===== config.mk =====
export PLATFORM = sky130hd
export DESIGN_NAME = arith_ext_share
export DESIGN_NICKNAME = d
export VERILOG_FILES = /design/src/rtl/arith_ext_share.sv
export SDC_FILE = /design/constraint.sdc
export NUM_CORES = 1
export LEC_CHECK = 0
export BUFFER_PORTS_ARGS = -buffer_cell sky130_fd_sc_hd__buf_2
export CAP_MARGIN = 20
export CORE_UTILIZATION = 42
export CTS_CLUSTER_DIAMETER = 100
export DETAILED_ROUTE_END_ITERATION = 8
export PLACE_DENSITY = 0.85
export RECOVER_POWER = 50
export SETUP_SLACK_MARGIN = 0.02
export SYNTH_ARGS = -nofsm -noshare
export SYNTH_HDL_FRONTEND = slang
export SYNTH_SLANG_ARGS = --single-unit

===== constraint.sdc =====
create_clock -name clk -period 2.74 [get_ports clk]
set_clock_uncertainty 0.05 [all_clocks]
set_input_delay 0.274 -clock clk [delete_from_list [all_inputs] [get_ports clk]]
set_output_delay 0.274 -clock clk [all_outputs]
set_load 0.02 [all_outputs]

===== src/rtl/arith_ext_share.sv =====
// arith_ext_share
//   Shares one zero/sign width-extension datapath among NUM_IN requester
//   channels. A round-robin arbiter picks one valid requester per cycle, its
//   IN_WIDTH operand is extended to OUT_WIDTH and captured in a registered
//   output stage together with the winning channel index as a tag.
//
// Ports
//   clk           sole clock, rising edge
//   rst           synchronous active-high reset
//   in_valid      per-channel operand valid
//   in_ready      per-channel accept, one-hot or zero
//   in_data       flattened operands, channel i at [i*IN_WIDTH +: IN_WIDTH]
//   in_sext       per-channel mode, 1 = sign-extend, 0 = zero-extend
//   result_valid  output register holds a result
//   result_ready  consumer accepts the result
//   result_data   extended operand
//   result_tag    channel that produced result_data
//
// Build option
//   ARITH_EXT_SHARE_SEXT_EN  defined: in_sext selects sign/zero extension.
//                            undefined: in_sext is ignored, always zero-extend.

module arith_ext_share #(
    parameter int NUM_IN    = 4,
    parameter int IN_WIDTH  = 16,
    parameter int OUT_WIDTH = 32,
    parameter int TAG_WIDTH = $clog2(NUM_IN)
) (
    input  logic                         clk,
    input  logic                         rst,
    input  logic [NUM_IN-1:0]            in_valid,
    output logic [NUM_IN-1:0]            in_ready,
    input  logic [NUM_IN*IN_WIDTH-1:0]   in_data,
    input  logic [NUM_IN-1:0]            in_sext,
    output logic                         result_valid,
    input  logic                         result_ready,
    output logic [OUT_WIDTH-1:0]         result_data,
    output logic [TAG_WIDTH-1:0]         result_tag
);

    logic                 load_en;
    logic                 win_found;
    logic [TAG_WIDTH-1:0] win_idx;
    logic [TAG_WIDTH-1:0] rr_ptr;
    logic [IN_WIDTH-1:0]  ch_data [NUM_IN];
    logic [IN_WIDTH-1:0]  operand;
    logic                 sext_sel;
    logic [OUT_WIDTH-1:0] ext_data;

    // Output register can take a new value when empty or being drained.
    assign load_en = !result_valid || result_ready;

    for (genvar g = 0; g < NUM_IN; g++) begin : g_unpack
        assign ch_data[g] = in_data[g*IN_WIDTH +: IN_WIDTH];
    end

    // Round-robin search starting at rr_ptr, wrapping modulo NUM_IN so that
    // non-power-of-two channel counts never address a missing channel.
    always_comb begin
        int                   idx;
        logic [TAG_WIDTH-1:0] sel;
        win_found = 1'b0;
        win_idx   = '0;
        idx       = 0;
        sel       = '0;
        for (int k = 0; k < NUM_IN; k++) begin
            idx = int'(rr_ptr) + k;
            if (idx >= NUM_IN) begin
                idx = idx - NUM_IN;
            end
            sel = TAG_WIDTH'(idx);
            if (!win_found && in_valid[sel]) begin
                win_found = 1'b1;
                win_idx   = sel;
            end
        end
    end

    // Nothing is accepted in the reset cycle, even though the arbiter is live.
    always_comb begin
        in_ready = '0;
        if (!rst && win_found && load_en) begin
            in_ready[win_idx] = 1'b1;
        end
    end

    assign operand = ch_data[win_idx];

`ifdef ARITH_EXT_SHARE_SEXT_EN
    assign sext_sel = in_sext[win_idx];
`else
    logic unused_sext;
    assign unused_sext = ^in_sext;
    assign sext_sel    = 1'b0;
`endif

    if (OUT_WIDTH > IN_WIDTH) begin : g_ext
        assign ext_data = {{(OUT_WIDTH-IN_WIDTH){sext_sel & operand[IN_WIDTH-1]}}, operand};
    end else begin : g_pass
        assign ext_data = operand;
    end

    always_ff @(posedge clk) begin
        if (rst) begin
            result_valid <= 1'b0;
            result_data  <= '0;
            result_tag   <= '0;
            rr_ptr       <= '0;
        end else if (load_en) begin
            if (win_found) begin
                result_valid <= 1'b1;
                result_data  <= ext_data;
                result_tag   <= win_idx;
                if (win_idx == TAG_WIDTH'(NUM_IN-1)) begin
                    rr_ptr <= '0;
                end else begin
                    rr_ptr <= win_idx + 1'b1;
                end
            end else begin
                // Drain without refill: data and tag keep their last values.
                result_valid <= 1'b0;
            end
        end
    end

endmodule

==> run_summary.xml <==
<?xml version="1.0" encoding="UTF-8"?>
<metrics>
  <group name="run_status">
    <metric name="outcome" unit="">finished clean</metric>
  </group>
  <group name="sta">
    <metric name="fin_setup_tns" unit="ns">0</metric>
    <metric name="final-hold-violation-count" unit="">0</metric>
    <metric name="fin_crit" unit="ns">2.312</metric>
    <metric name="final.hold.worst_slack" unit="ns">0.1287</metric>
    <metric name="slew-limit-headroom" unit="%">16.17</metric>
    <metric name="timing.final.crit_share" unit="%">84.39</metric>
    <metric name="max_freq" unit="MHz">432.5</metric>
    <metric name="final_setup_fails" unit="">0</metric>
    <metric name="pin_slew_with_the_least_headroom_to_its_limit" unit="ns">1.257</metric>
    <metric name="rsz0062_at_grt" unit="">false</metric>
    <metric name="report.final.slew_viol_count" unit="">0</metric>
  </group>
  <group name="power">
    <metric name="power.total" unit="mW">0.8993</metric>
    <metric name="peakVddDrop" unit="uV">194.0</metric>
    <metric name="cellLeakagePower" unit="nW">0.8703</metric>
    <metric name="p_per_area" unit="nW/um^2">496.4</metric>
  </group>
  <group name="run">
    <metric name="count_of_max_cap_constraint_violations" unit="">0</metric>
  </group>
  <group name="placement">
    <metric name="dp_hpwl" unit="um">2746</metric>
    <metric name="place_congestion" unit="">0.8138</metric>
    <metric name="place.port_buffers" unit="">93</metric>
  </group>
  <group name="setup_path">
    <metric name="worst_r2r_startpoint" unit="">rr_ptr[0]</metric>
    <metric name="worstSetupPathType" unit="">flop to flop</metric>
    <metric name="cp-end-kind" unit="">flop</metric>
    <metric name="timing.reg2reg.setup_slack" unit="ns">0.43</metric>
    <metric name="worst_ep_required_time" unit="ns">2.88</metric>
    <metric name="r2r.worst_path.cells" unit="">6</metric>
    <metric name="r2r_end" unit="">result_data[15]</metric>
    <metric name="critical_path.startpoint" unit="">rr_ptr[0]</metric>
    <metric name="critPathLaunchType" unit="">flop</metric>
    <metric name="cp-endpoint" unit="">result_data[15]</metric>
    <metric name="largest_fanout_of_any_net_on_the_critical_path" unit="">18</metric>
    <metric name="worst-endpoint-arrival" unit="ns">2.45</metric>
  </group>
  <group name="synthesis">
    <metric name="post-synth-top-area-cell" unit="">dfxtp_1</metric>
    <metric name="area_share_of_the_largest_cell_type_after_synthesis" unit="%">29.71</metric>
    <metric name="async_reset_ff_share" unit="%">0</metric>
    <metric name="syn_avg_cell_area" unit="um^2">9.249</metric>
    <metric name="synth_top_cells_by_area" unit="">dfxtp_1, mux2i_1, buf_4</metric>
    <metric name="yosysWarningCount" unit="">0</metric>
    <metric name="most_common_cell_in_the_synthesized_netlist" unit="">dfxtp_1</metric>
    <metric name="ys_seq_elements" unit="">21</metric>
    <metric name="syn-instance-count" unit="">153</metric>
    <metric name="ys.flop_type" unit="">dfxtp_1</metric>
    <metric name="synth_cell_types" unit="">33</metric>
    <metric name="netlist_top_cells_count" unit="">dfxtp_1, mux2i_1, buf_4, nand2_1, o211ai_1</metric>
    <metric name="seq_area_frac_synth" unit="%">29.71</metric>
    <metric name="number_of_flops_mapped_to_enable_cells_by_yosys" unit="">0</metric>
    <metric name="synthesized_area" unit="um^2">1415</metric>
  </group>
  <group name="detailed_routing">
    <metric name="total_detailed_routing_wirelength" unit="um">3462</metric>
    <metric name="routed-via-count" unit="">1400</metric>
    <metric name="first_pass_iters" unit="">4</metric>
    <metric name="route.antenna.remaining_nets" unit="">0</metric>
    <metric name="detail_route.wl_per_cell" unit="um">12.06</metric>
    <metric name="drt_iter0_markers" unit="">29</metric>
    <metric name="vias_per_cell" unit="">4.878</metric>
    <metric name="drt_drc_violations_left" unit="">0</metric>
  </group>
  <group name="final_layout">
    <metric name="nNetsFinal" unit="">320</metric>
    <metric name="antenna_cells" unit="">0</metric>
    <metric name="area_growth_syn_to_layout" unit="%">28.03</metric>
    <metric name="filler_cell_count" unit="">332</metric>
    <metric name="multi_input_comb_area" unit="um^2">834.6</metric>
    <metric name="drive_above_1_share" unit="%">37.86</metric>
    <metric name="finish.utilization" unit="%">57.92</metric>
    <metric name="seqCellArea" unit="um^2">420.4</metric>
  </group>
  <group name="clock_tree">
    <metric name="clockRootBuffer" unit="">clkbuf_4</metric>
    <metric name="cts_tree" unit="">done</metric>
    <metric name="cts.sink_count" unit="">21</metric>
    <metric name="cts_buffer_depth" unit="">2</metric>
    <metric name="cts-htree-levels" unit="">1</metric>
    <metric name="hold_buffers" unit="">0</metric>
    <metric name="worstSkewPairLatency" unit="ns">0.30</metric>
    <metric name="tritoncts.num_buffers" unit="">3</metric>
    <metric name="clk_pin_slew" unit="ns">0.12</metric>
    <metric name="cts_resized" unit="">0</metric>
    <metric name="post-cts-setup-buffer-count" unit="">0</metric>
  </group>
  <group name="die">
    <metric name="coreArea" unit="um^2">3128</metric>
    <metric name="die-height" unit="um">60.05</metric>
    <metric name="start_util" unit="%">45.24</metric>
    <metric name="die_w" unit="um">60.05</metric>
    <metric name="design.die.area" unit="um^2">3605</metric>
    <metric name="floorplan.rows" unit="">20</metric>
    <metric name="top_level_ports" unit="">114</metric>
  </group>
  <group name="min_path">
    <metric name="hold_path_depth" unit="">3</metric>
    <metric name="worst_hold_path_type" unit="">input port to flop</metric>
  </group>
  <group name="global_routing">
    <metric name="number_of_antenna_violations_at_the_first_check_in_global_routing" unit="">0</metric>
    <metric name="grt_pass1_wl" unit="um">5216</metric>
    <metric name="overflow" unit="">0</metric>
    <metric name="grt_start_max_net_pins" unit="">19</metric>
    <metric name="total_track_usage" unit="%">19.57</metric>
    <metric name="first_global_vias" unit="">1223</metric>
  </group>
</metrics>
## where the power goes
group / internal, mW / switching, mW / total (mW)
registers: 0.352 / 0.0339 / 0.386
clock network: 0.0566 / 0.0912 / 0.148
logic: 0.150 / 0.215 / 0.365
## area by class of cell
class	instances	area share, %
timing repair buffer	97	25.83
clock buffer	4	1.450
sequential	21	23.20
inverter	2	0.4144
tap	44	3.039
multi-input combinational	119	46.06
## cell families (layout without fill, tap and decap cells)
group | after synthesis | after routing | share of synthesized area (%)
mux | 18 | 18 | 12.73
other cells | 1 | 16 | 0.2650
simple gates | 39 | 39 | 14.85
compound gates | 45 | 45 | 26.97
flops | 21 | 21 | 29.71
fa+ha+maj | 1 | 1 | 0.8840
buf+inv | 28 | 103 | 14.59
## critical path, stage by stage (launching register included)
cell	delay, ns
dfxtp_1	0.38
nor2b_1	0.17
nor3_1	0.08
o22ai_2	0.15
clkbuf_1	0.95
mux2i_1	0.32
o211ai_1	0.10
## layout by cell type (no fill, tap or decap), types with 2 or more instances in the layout
master / netlist / final
nand2_1: 17 / 18
a22oi_1: 7 / 7
nor3_1: 3 / 3
nand2b_1: 2 / 2
o21ai_0: 2 / 2
nor2b_1: 6 / 6
dfxtp_1: 21 / 21
inv_1: 2 / 2
o211ai_1: 17 / 17
clkbuf_1: 1 / 21
mux2i_1: 18 / 18
a22oi_2: 9 / 9
nor2_1: 5 / 5
buf_2: 4 / 74
clkbuf_4: 0 / 3
conb_1: 1 / 16
a21oi_1: 2 / 2
buf_4: 17 / 3
## worst min path at each step
stage,start,endpoint,slack [ns]
finish,in_data[0],result_data[0],0.13
global route,in_data[7],result_data[7],0.12
CTS,in_data[10],result_data[10],0.12
detailed placement,in_data[7],result_data[7],0.44
global placement,result_data[9],result_data[9],0.43
floorplan,in_data[0],result_data[0],0.35
## flip-flops by register name, summed over array words and instances (netlist names)
register      flops
result_tag        2
rr_ptr            2
result_data      16
result_valid      1
## layer usage
metal / routed length [um] / global-route usage, % / vias up
li1: - / - / 708
met5: 0 / 0 / -
met4: 20 / 7.309 / 0
met2: 1773 / 34.60 / 62
met3: 216 / 3.680 / 2
met1: 1452 / 23.25 / 628
## metrics by stage
step | std cells | worst slack (ns) | instance area (um^2)
global placement | 283 | 0.6391 | 1829
detailed placement | 283 | 0.6058 | 1829
CTS | 287 | 0.4273 | 1856
global route | 287 | 0.1869 | 1812
floorplan | 168 | 0.7953 | 1471
finish | 287 | 0.4276 | 1812
No activity file was read; power rests on OpenSTA's default activity.
